## src/rtl/rs_pkg.sv

```systemverilog
// Shared defaults and the slot record for the age-ordered reservation station.
package rs_pkg;

  localparam int RS_ENTRIES_DEF = 8;
  localparam int CDB_PORTS_DEF  = 2;
  localparam int PRF_IDX_W_DEF  = 6;
  localparam int BR_MASK_W_DEF  = 4;
  localparam int PAYLOAD_W_DEF  = 48;

  // One reservation-station slot at the default widths.
  typedef struct packed {
    logic                     valid;
    logic [PRF_IDX_W_DEF-1:0] opa_tag;
    logic                     opa_rdy;
    logic [PRF_IDX_W_DEF-1:0] opb_tag;
    logic                     opb_rdy;
    logic [PRF_IDX_W_DEF-1:0] dest_tag;
    logic [BR_MASK_W_DEF-1:0] br_mask;
    logic [PAYLOAD_W_DEF-1:0] payload;
  } rs_entry_t;

endpackage

```

## src/rtl/rs_age_select.sv

```systemverilog
// Oldest-first select: grants the requesting slot that has no older requester.
module rs_age_select #(
  parameter int N     = 8,
  parameter int IDX_W = 3
) (
  input  logic [N-1:0]   req,
  input  logic [N*N-1:0] older_flat,
  output logic [N-1:0]   grant,
  output logic [IDX_W-1:0] grant_idx,
  output logic           grant_any
);

  // Row k of the matrix marks every slot that is older than slot k.
  for (genvar gi = 0; gi < N; gi++) begin : g_grant
    assign grant[gi] = req[gi] & ~(|(req & older_flat[gi*N +: N]));
  end

  always_comb begin
    grant_idx = '0;
    for (int k = 0; k < N; k++) begin
      if (grant[k]) grant_idx = IDX_W'(k);
    end
  end

  assign grant_any = |grant;

endmodule

```

## src/rtl/rs_age_array.sv

```systemverilog
// N-slot reservation station with multi-port CDB wakeup, age-ordered issue,
// branch-mask resolve/squash and a registered free-slot count.
module rs_age_array
  import rs_pkg::*;
#(
  parameter int RS_ENTRIES = RS_ENTRIES_DEF,
  parameter int CDB_PORTS  = CDB_PORTS_DEF,
  parameter int PRF_IDX_W  = PRF_IDX_W_DEF,
  parameter int BR_MASK_W  = BR_MASK_W_DEF,
  parameter int PAYLOAD_W  = PAYLOAD_W_DEF,
  parameter int CNT_W      = $clog2(RS_ENTRIES + 1)
) (
  input  logic                           clk,
  input  logic                           rst,
  input  logic                           disp_vld_i,
  input  logic [PRF_IDX_W-1:0]           disp_opa_tag_i,
  input  logic [PRF_IDX_W-1:0]           disp_opb_tag_i,
  input  logic                           disp_opa_rdy_i,
  input  logic                           disp_opb_rdy_i,
  input  logic [PRF_IDX_W-1:0]           disp_dest_tag_i,
  input  logic [BR_MASK_W-1:0]           disp_br_mask_i,
  input  logic [PAYLOAD_W-1:0]           disp_payload_i,
  input  logic [CDB_PORTS-1:0]           cdb_vld_i,
  input  logic [CDB_PORTS*PRF_IDX_W-1:0] cdb_tag_i,
  input  logic                           iss_rdy_i,
  input  logic                           br_correct_i,
  input  logic                           br_recovery_i,
  input  logic [BR_MASK_W-1:0]           br_tag_i,
  output logic                           iss_vld_o,
  output logic [PRF_IDX_W-1:0]           iss_opa_tag_o,
  output logic [PRF_IDX_W-1:0]           iss_opb_tag_o,
  output logic [PRF_IDX_W-1:0]           iss_dest_tag_o,
  output logic [BR_MASK_W-1:0]           iss_br_mask_o,
  output logic [PAYLOAD_W-1:0]           iss_payload_o,
  output logic [CNT_W-1:0]               free_cnt_o,
  output logic                           full_o
);

  localparam int IDX_W = (RS_ENTRIES > 1) ? $clog2(RS_ENTRIES) : 1;

  logic [RS_ENTRIES-1:0] valid_reg, valid_next;
  logic [RS_ENTRIES-1:0] opa_rdy_reg, opa_rdy_next;
  logic [RS_ENTRIES-1:0] opb_rdy_reg, opb_rdy_next;
  logic [PRF_IDX_W-1:0]  opa_tag_reg [RS_ENTRIES];
  logic [PRF_IDX_W-1:0]  opa_tag_next [RS_ENTRIES];
  logic [PRF_IDX_W-1:0]  opb_tag_reg [RS_ENTRIES];
  logic [PRF_IDX_W-1:0]  opb_tag_next [RS_ENTRIES];
  logic [PRF_IDX_W-1:0]  dest_tag_reg [RS_ENTRIES];
  logic [PRF_IDX_W-1:0]  dest_tag_next [RS_ENTRIES];
  logic [BR_MASK_W-1:0]  mask_reg [RS_ENTRIES];
  logic [BR_MASK_W-1:0]  mask_next [RS_ENTRIES];
  logic [PAYLOAD_W-1:0]  payload_reg [RS_ENTRIES];
  logic [PAYLOAD_W-1:0]  payload_next [RS_ENTRIES];
  logic [RS_ENTRIES-1:0] older_reg [RS_ENTRIES];
  logic [RS_ENTRIES-1:0] older_next [RS_ENTRIES];
  logic [CNT_W-1:0]      free_cnt_reg, free_cnt_next;

  logic [RS_ENTRIES-1:0] opa_hit, opb_hit, opa_rdy_eff, opb_rdy_eff;
  logic [RS_ENTRIES-1:0] squash_now, req, grant, clear_vec;
  logic [RS_ENTRIES*RS_ENTRIES-1:0] older_flat;
  logic [CDB_PORTS-1:0]  disp_opa_match, disp_opb_match;
  logic [IDX_W-1:0]      grant_idx, disp_idx;
  logic                  grant_any, free_found, issue_fire, disp_drop, disp_keep;
  logic [BR_MASK_W-1:0]  br_clear;
  logic [CNT_W-1:0]      squash_cnt;

  // Per-slot wakeup, squash and request; a CDB match counts as ready this cycle.
  for (genvar gi = 0; gi < RS_ENTRIES; gi++) begin : g_slot
    logic [CDB_PORTS-1:0] a_match, b_match;
    for (genvar gp = 0; gp < CDB_PORTS; gp++) begin : g_port
      assign a_match[gp] = cdb_vld_i[gp] &&
                           (cdb_tag_i[gp*PRF_IDX_W +: PRF_IDX_W] == opa_tag_reg[gi]);
      assign b_match[gp] = cdb_vld_i[gp] &&
                           (cdb_tag_i[gp*PRF_IDX_W +: PRF_IDX_W] == opb_tag_reg[gi]);
    end
    assign opa_hit[gi]     = valid_reg[gi] & (|a_match);
    assign opb_hit[gi]     = valid_reg[gi] & (|b_match);
    assign opa_rdy_eff[gi] = opa_rdy_reg[gi] | opa_hit[gi];
    assign opb_rdy_eff[gi] = opb_rdy_reg[gi] | opb_hit[gi];
    assign squash_now[gi]  = br_recovery_i & valid_reg[gi] & (|(mask_reg[gi] & br_tag_i));
    assign req[gi]         = valid_reg[gi] & opa_rdy_eff[gi] & opb_rdy_eff[gi] & ~squash_now[gi];
    assign older_flat[gi*RS_ENTRIES +: RS_ENTRIES] = older_reg[gi];
  end

  for (genvar gi = 0; gi < CDB_PORTS; gi++) begin : g_disp_match
    assign disp_opa_match[gi] = cdb_vld_i[gi] &&
                                (cdb_tag_i[gi*PRF_IDX_W +: PRF_IDX_W] == disp_opa_tag_i);
    assign disp_opb_match[gi] = cdb_vld_i[gi] &&
                                (cdb_tag_i[gi*PRF_IDX_W +: PRF_IDX_W] == disp_opb_tag_i);
  end

  rs_age_select #(
    .N     (RS_ENTRIES),
    .IDX_W (IDX_W)
  ) u_select (
    .req        (req),
    .older_flat (older_flat),
    .grant      (grant),
    .grant_idx  (grant_idx),
    .grant_any  (grant_any)
  );

  // Lowest-index slot free at the start of the cycle; same-cycle frees wait a cycle.
  always_comb begin
    disp_idx   = '0;
    free_found = 1'b0;
    for (int k = 0; k < RS_ENTRIES; k++) begin
      if (!free_found && !valid_reg[k]) begin
        disp_idx   = IDX_W'(k);
        free_found = 1'b1;
      end
    end
  end

  assign issue_fire = iss_rdy_i & grant_any & ~rst;
  assign br_clear   = br_correct_i ? br_tag_i : '0;
  assign disp_drop  = br_recovery_i & (|(disp_br_mask_i & br_tag_i));
  assign disp_keep  = disp_vld_i & ~full_o & free_found & ~disp_drop;
  assign clear_vec  = (grant & {RS_ENTRIES{issue_fire}}) | squash_now;

  always_comb begin
    valid_next   = valid_reg & ~clear_vec;
    opa_rdy_next = (opa_rdy_reg | opa_hit) & ~clear_vec;
    opb_rdy_next = (opb_rdy_reg | opb_hit) & ~clear_vec;
    for (int k = 0; k < RS_ENTRIES; k++) begin
      opa_tag_next[k]  = opa_tag_reg[k];
      opb_tag_next[k]  = opb_tag_reg[k];
      dest_tag_next[k] = dest_tag_reg[k];
      mask_next[k]     = mask_reg[k] & ~br_clear;
      payload_next[k]  = payload_reg[k];
      older_next[k]    = older_reg[k];
    end
    if (disp_keep) begin
      valid_next[disp_idx]    = 1'b1;
      opa_tag_next[disp_idx]  = disp_opa_tag_i;
      opb_tag_next[disp_idx]  = disp_opb_tag_i;
      opa_rdy_next[disp_idx]  = disp_opa_rdy_i | (|disp_opa_match);
      opb_rdy_next[disp_idx]  = disp_opb_rdy_i | (|disp_opb_match);
      dest_tag_next[disp_idx] = disp_dest_tag_i;
      mask_next[disp_idx]     = disp_br_mask_i & ~br_clear;
      payload_next[disp_idx]  = disp_payload_i;
      // New entry is younger than every live slot and older than none.
      for (int k = 0; k < RS_ENTRIES; k++) begin
        older_next[k][disp_idx] = 1'b0;
      end
      older_next[disp_idx] = valid_reg;
    end
  end

  always_comb begin
    squash_cnt = '0;
    for (int k = 0; k < RS_ENTRIES; k++) begin
      squash_cnt = squash_cnt + CNT_W'(squash_now[k]);
    end
    free_cnt_next = free_cnt_reg + CNT_W'(issue_fire) + squash_cnt - CNT_W'(disp_keep);
  end

  always_ff @(posedge clk) begin
    if (rst) begin
      valid_reg    <= '0;
      opa_rdy_reg  <= '0;
      opb_rdy_reg  <= '0;
      free_cnt_reg <= CNT_W'(RS_ENTRIES);
      for (int k = 0; k < RS_ENTRIES; k++) begin
        opa_tag_reg[k]  <= '0;
        opb_tag_reg[k]  <= '0;
        dest_tag_reg[k] <= '0;
        mask_reg[k]     <= '0;
        payload_reg[k]  <= '0;
        older_reg[k]    <= '0;
      end
    end else begin
      valid_reg    <= valid_next;
      opa_rdy_reg  <= opa_rdy_next;
      opb_rdy_reg  <= opb_rdy_next;
      free_cnt_reg <= free_cnt_next;
      for (int k = 0; k < RS_ENTRIES; k++) begin
        opa_tag_reg[k]  <= opa_tag_next[k];
        opb_tag_reg[k]  <= opb_tag_next[k];
        dest_tag_reg[k] <= dest_tag_next[k];
        mask_reg[k]     <= mask_next[k];
        payload_reg[k]  <= payload_next[k];
        older_reg[k]    <= older_next[k];
      end
    end
  end

  assign iss_vld_o      = issue_fire;
  assign iss_opa_tag_o  = issue_fire ? opa_tag_reg[grant_idx]  : '0;
  assign iss_opb_tag_o  = issue_fire ? opb_tag_reg[grant_idx]  : '0;
  assign iss_dest_tag_o = issue_fire ? dest_tag_reg[grant_idx] : '0;
  assign iss_br_mask_o  = issue_fire ? (mask_reg[grant_idx] & ~br_clear) : '0;
  assign iss_payload_o  = issue_fire ? payload_reg[grant_idx]  : '0;
  assign free_cnt_o     = free_cnt_reg;
  assign full_o         = (free_cnt_reg == '0);

  a_no_disp_when_full : assert property (@(posedge clk) disable iff (rst)
    !(disp_vld_i && full_o));
  a_br_exclusive : assert property (@(posedge clk) disable iff (rst)
    !(br_correct_i && br_recovery_i));

endmodule

```

## config.mk

```make
export PLATFORM = sky130hd
export DESIGN_NAME = rs_age_array
export DESIGN_NICKNAME = d
export VERILOG_FILES = /design/src/rtl/rs_pkg.sv /design/src/rtl/rs_age_select.sv /design/src/rtl/rs_age_array.sv
export SDC_FILE = /design/constraint.sdc
export NUM_CORES = 2
export LEC_CHECK = 0
export CORE_ASPECT_RATIO = 2
export CORE_UTILIZATION = 40
export CTS_CLUSTER_DIAMETER = 30
export DETAILED_ROUTE_END_ITERATION = 10
export GPL_TIMING_DRIVEN = 0
export PLACE_DENSITY = 0.66
export REMOVE_ABC_BUFFERS = 1
export SYNTH_ARGS = -nofsm -noshare
export SYNTH_HDL_FRONTEND = slang
export SYNTH_SLANG_ARGS = --single-unit
```

## constraint.sdc

```tcl
create_clock -name clk -period 7 [get_ports clk]
set_input_delay 1.4 -clock clk [delete_from_list [all_inputs] [get_ports clk]]
set_output_delay 1.4 -clock clk [all_outputs]
set_load 0.01 [all_outputs]
```

==> run metrics <==
leading area contributor after synthesis=dfxtp_1; level count of the clock H-tree=3; max_cap viols=0; Worst Path Arrival=5.77 ns; #FFs+latches synth=652; Routed WL per cell=26.0 um; Synth area leaders=dfxtp_1, nand2_1, a21oi_1, mux2i_1, xnor2_1; CTS Buf Count=112; Syn-to-layout area delta=28.3%; Post-DP Area=35200 sq um; synth cell count leaders=nand2_1, dfxtp_1, a21oi_1; DRC viols=0; buffer and inverter count on the worst path=5; post-synthesis cell area=32100 sq um; fmax=139 MHz; Post-Syn Instances=4064; fin cells=5289; routability cong.=0.917; Top Ports=172; Place WS=-3.06 ns; Largest register FFs=384; VDD IR max=0.000212 V; slowest CP cell=a2111o_1; final worst slack=-0.170 ns; # nets final=4258; post-synth cell types=78; Post-Route Skew=0.0253 ns; Leakage=13.8 nW; Finished Cell Area=41200 sq um; vias per cell=6.07; Buffers on Ports=171; Post-synth EDFFs=0; largest net degree at the start of global routing=151; crit-path max FO=18; row count=146; Worst slew margin=0.0778; final hold vios=0; placed instance count=4962; final wirelength=138 mm; Critical Path End Type=output port; Power per Cell Area=257 nW/um^2; failing checks=negative setup slack; GRT Overall Usage=0.320; fin. max-slew vios=0; WHS=0.441 ns; die height=403 um; Crit path required time=5.60 ns; Largest delay share family, worst path=simple AND/OR/NAND/NOR gates; CTS tree=done; post-synthesis async set-or-reset flop share=0; Die ar.=81400 sq um; CTS clk-pin slew, worst paths=0.05 ns; Post-CTS Hold Fix Bufs=0; Main synth FF type=dfxtp_1; DR pass1 iterations=9; Reg2Reg Setup Slack=1.40 ns; initial antenna violation count=9; Sink Count=652; Core ar.=79300 sq um; endpoints failing setup=59; DR iter-0 viols=4093; Worst-Margin Slew=1.37 ns; first-pass GRT wire length=195 mm; DRT antenna net count=0; top-count cell post-synth=nand2_1; layout cells sized above 1=0.134; warnings from Yosys=0; sequential area share after synthesis=0.407; total gr overflow=0; min Tclk post-route=7.17 ns; Die Wd=202 um; initial cell density of the core=0.405; run status=complete, but fails checks; Vias=32118; slowest stage delay, CP=0.60 ns; vias in the first global route=30516; CTS Buffer Depth=3; Min-Delay Path Class=reg2reg; syn avg cell area=7.90 sq um; HPWL after detailed placement=74.5 mm; Critical Path Start Type=input pin; clk root buf=clkbuf_16; fin crit share=1.02; area share of the largest cell type after synthesis=0.407; crit path cell chain=clkdlybuf4s18_2 > a22oi_1 > nand2_1 > nand3_1 > and2_1 > a32oi_1 > nand4b_1 > a2111o_1 > o21ai_4 > nor2_4 > buf_12 > nor2_4 > buf_6 > buf_12 > a211oi_1 > nor4_4 > clkbuf_2; Skew-Pair Late Insertion Delay=0.71 ns; critical path type=in2out
[worst register-to-register path, cell delays in order, from the launching register on]
cell	delay [ns]
dfxtp_1	0.83
nand2_1	0.30
nor2_1	0.57
nand3_1	0.15
o2111ai_1	0.63
inv_1	0.14
ha_1	0.37
fa_1	0.50
fa_1	0.51
fa_1	0.54
inv_1	0.08
ha_1	0.17
inv_1	0.07
fa_1	0.42
xor2_1	0.14
nor2_1	0.05
[what timing repair did]
| action | CTS | global route |
|---|---|---|
| setup buffers | 44 | 45 |
| cloned | 9 | 8 |
| pin swaps | 47 | 28 |
| endpoints found under the setup margin | 71 | 71 |
| hold endpoints to repair | 0 | 0 |
| gates resized for setup | 261 | 88 |
[placed cells by master, fill, tap and decap left out, types with 22 or more instances in the layout]
| cell | Yosys | layout |
|---|---|---|
| dfxtp_1 | 652 | 652 |
| nand3_1 | 37 | 35 |
| o21a_1 | 23 | 22 |
| clkbuf_16 | 0 | 121 |
| nor4_2 | 48 | 36 |
| buf_12 | 0 | 44 |
| xor2_1 | 86 | 85 |
| nor2_1 | 72 | 62 |
| nand2_1 | 1209 | 1203 |
| buf_16 | 0 | 39 |
| o221a_1 | 66 | 66 |
| mux2i_1 | 144 | 144 |
| o22ai_1 | 74 | 73 |
| xnor2_1 | 135 | 135 |
| inv_1 | 30 | 30 |
| a211oi_1 | 63 | 62 |
| nor3_1 | 26 | 23 |
| dlygate4sd2_1 | 0 | 46 |
| buf_4 | 62 | 80 |
| and2_1 | 130 | 130 |
| a21oi_1 | 609 | 609 |
| nor4_4 | 1 | 34 |
| clkdlybuf4s50_1 | 0 | 82 |
[area by class of cell]
class | count | area, sq um
antenna | 8 | 20.0
clock buffer | 134 | 2980
clock inverter | 79 | 1070
fill | 7138 | 38100
inverter | 30 | 113
multi-input combinational | 2992 | 17900
sequential | 652 | 13100
tap | 1036 | 1300
timing repair buffer | 358 | 4690
[metrics by stage]
| stage | power, mW | setup TNS (ns) | util |
|---|---|---|---|
| 3_3_place_gp | 4.74 | -8642.78 | 0.419 |
| 5_1_grt | 10.8 | -15.87 | 0.519 |
| 6_report | 10.6 | -4.49 | 0.519 |
| 3_5_place_dp | 4.76 | -165.31 | 0.443 |
| 4_1_cts | 10.5 | -0.120 | 0.507 |
| 2_1_floorplan | 4.32 | -368.14 | - |
[routing by layer]
layer,global-route usage,vias to the layer above,routed length (um)
met1,0.356,15202,47600
met5,0,-,63
met4,0.235,12,11700
met3,0.0875,768,15100
met2,0.521,2141,63300
li1,-,13995,-
[path summary, 6_finish.rpt]
| kind | startpoint | endpoint | cells past startpoint |
|---|---|---|---|
| setup reg to reg | valid_reg[2]$_SDFF_PP0_ | free_cnt_o[2]$_SDFF_PP0_ | 15 |
| hold / removal | flip-flop | flip-flop | 2 |
| setup / recovery | br_tag_i[1] | iss_payload_o[32] | 17 |
| hold reg to reg | flip-flop | flip-flop | 2 |
[logic make-up (layout without fill, tap and decap cells)]
kind of cell	Yosys count	count (layout)	share of synthesized area
mux	145	145	0.0453
simple gates	1651	1657	0.232
other cells	0	8	0
buf+inv	427	601	0.0625
flops	652	652	0.407
xor+xnor	221	221	0.0603
compound gates	952	953	0.186
fa+ha+maj	16	16	0.00764
[report_power, final]
| part | switching (mW) | internal, mW | total, mW |
|---|---|---|---|
| clock network | 2.12 | 3.73 | 5.85 |
| logic | 0.550 | 0.331 | 0.881 |
| registers | 0.0597 | 3.79 | 3.85 |
(Power assumes the default switching activity.)
==> RTL change, RTL diff (same settings) <==
`opa_rdy_reg` and `opb_rdy_reg` no longer have a reset.
--- a/src/rtl/rs_age_array.sv
+++ b/src/rtl/rs_age_array.sv
@@ -160,4 +160,2 @@
       valid_reg    <= '0;
-      opa_rdy_reg  <= '0;
-      opb_rdy_reg  <= '0;
       free_cnt_reg <= CNT_W'(RS_ENTRIES);
@@ -173,4 +171,2 @@
       valid_reg    <= valid_next;
-      opa_rdy_reg  <= opa_rdy_next;
-      opb_rdy_reg  <= opb_rdy_next;
       free_cnt_reg <= free_cnt_next;
@@ -187,2 +183,7 @@
 
+  always_ff @(posedge clk) begin
+    opa_rdy_reg <= opa_rdy_next;
+    opb_rdy_reg <= opb_rdy_next;
+  end
+
   assign iss_vld_o      = issue_fire;
Check against the original RTL: not settled (the Yosys comparison gave no result); the edit may change what the design does.
==> RTL change against the original RTL <==
  * The run still ends with negative setup slack left
  * Area after synthesis up 0.12%
  * Final area down 3.9%
  * First-iteration DRC count down 11%
  * Sequential share of layout area up 1.3 points
  * Combinational power up 6.9%
  * Routed wire length down 5.0%
  * Clock power down 18%
  * Worst setup slack better by 0.097 ns
  * Via count down 0.17%
  * Fmax up 1.4%
  * Sequential cell count unchanged
  * Die area up 0.12%
  * Power down 9.1%
  * Largest power group unchanged
==> RTL change: results (changes against the original RTL) <==
Cells and area
  – Layout non-clock buf frac: 10.8% (-0.58 points)
  – #MultiIn Comb: 3,031 (+1.3%)
  – Signal inverters: 89 (+200%)
  – Layout cell share with drive strength beyond 1: 11.8% (-1.6 points)
  – # nets final: 4,302 (+1.0%)
  – Clock buffers: 115 (-14%)
  – Final clock-cell share: 8.02% (-1.8 points)
  – P&R area growth vs syn: 23.2%
  – Repair and plain buffers: 324 (-9.5%)
  – Post-Layout Cell Count: 5,302 (+0.25%)
  – Number of diodes: 1 (-7)

Timing
  – Setup Skew: 0.0416 ns (+0.0162 ns)
  – Worst slew pin tran: 1.35 ns (-0.0275 ns)
  – Finish-stage setup viols: 7 (-88%)
  – Post-route setup slack: -0.0730 ns (+0.0974 ns)
  – Sum Neg Setup Slack: -0.173 ns (+4.31 ns)

Power
  – Lkg Pwr: 14.0 nW (+1.4%)
  – Power Internal: 0.00701 W (-11%)
  – Peak supply drop: 0.190 mV (-11%)

Yosys
  – Adder-Cell Fraction of Synth Area: 0.763% (-0.00095 points)
  – Seq/Total Area, Yosys: 40.6% (-0.051 points)
  – XOR/XNOR Fraction of Synth Area: 6.07% (+0.039 points)
  – Top post-synthesis cells by count: 1,273 x nand2_1, 652 x a21oi_1, 652 x dfxtp_1, 256 x clkbuf_1, 141 x xnor2_1
  – Multiplexer share of the synthesized area: 1.04% (-3.5 points)
  – Fraction of the mapped netlist area in compound gates: 24.6% (+6.1 points)
  – Cells after synthesis: 4,189 (+3.1%)

Detailed routing
  – TritonRoute pass-1 iters: 7 (-2)
  – 1st-iter DRT viols: 3,654 (-11%)
  – WL/cell: 24.7 um (-5.2%)

Global route
  – All-Layer GR Usage: 31.3% (-0.73 points)
  – First-pass GRT wire length: 194 mm (-0.53%)
  – Antenna violations before repair: 2 (-7)
  – Vias in the first global route: 31,300 (+2.6%)

Clock tree
  – Worst skew pair latency: 0.68 ns (-0.03 ns)
  – Num CTS Buffers: 92 (-18%)

Floorplanning
  – Die Wd: 202 um (about the same)

Outcome
  – Status: finished with violations
  – Failing checks: negative setup slack

Setup path
  – Worst EP arrival: 5.67 ns (-0.10 ns)
  – Kind of cell adding the most delay to the critical path: compound AO/OA/AOI/OAI gates
  – Slowest cell on crit path: a211o_4
  – Crit-path max cell delay: 0.39 ns (-0.21 ns)

Placed design
  – GPL Wtd Cong: 1.00 (+9.0%)
  – Worst slack, placed: -3.65 ns (-0.593 ns)
  – Placed Instance Area: 35,100 um2 (about the same)
  – HPWL after DPL: 78.2 mm (+4.9%)
RTL change: worst paths after layout:
check	startpoint	to	slack [ns]	depth (start not counted)
setup reg to reg	free_cnt_o[2]$_SDFF_PP0_	free_cnt_o[2]$_SDFF_PP0_	1.55	16
setup / recovery	cdb_tag_i[4]	iss_payload_o[45]	-0.07	19
hold / removal	flip-flop	flip-flop	0.45	2
hold reg to reg	flip-flop	flip-flop	0.45	2
RTL change: cells by family after synthesis:
group | Yosys count
AOI/OAI and AO/OA | 1207
adders and majority gates | 16
and+or+nand+nor | 1551
muxes | 33
buffers and inverters | 509
xor gates and xnor gates | 221
DFF | 652
RTL change: power groups by stage:
stage | Combinational [W] | Sequential, W | Clock (W)
after floorplan | 0.000414 | 0.00393 | 0
after global placement | 0.000849 | 0.00394 | 0
after detailed placement | 0.000882 | 0.00394 | 0
after CTS | 0.000913 | 0.00386 | 0.00484
after global routing | 0.000997 | 0.00387 | 0.00500
final | 0.000942 | 0.00387 | 0.00481
RTL change: layer usage:
layer	up-vias	track usage [%]	routed length, um
li1	14300	-	-
met1	15300	34.7	46100
met2	1831	53.0	63100
met3	625	5.98	11300
met4	2	22.9	10400
met5	-	0	13
RTL change: repair_timing:
action	CTS	global route
gates cloned	8	2
pin swaps	43	21
hold buffers	0	0
gates resized for setup	252	82
buffers inserted	53	14
setup endpoints to repair	74	70
RTL change: through the flow:
stage | hold WS [ns] | util (%)
6_report | 0.447 | 49.9
3_3_place_gp | 0.416 | 41.8
4_1_cts | 0.440 | 49.6
3_5_place_dp | 0.425 | 44.3
2_1_floorplan | 0.408 | -
5_1_grt | 0.465 | 49.9
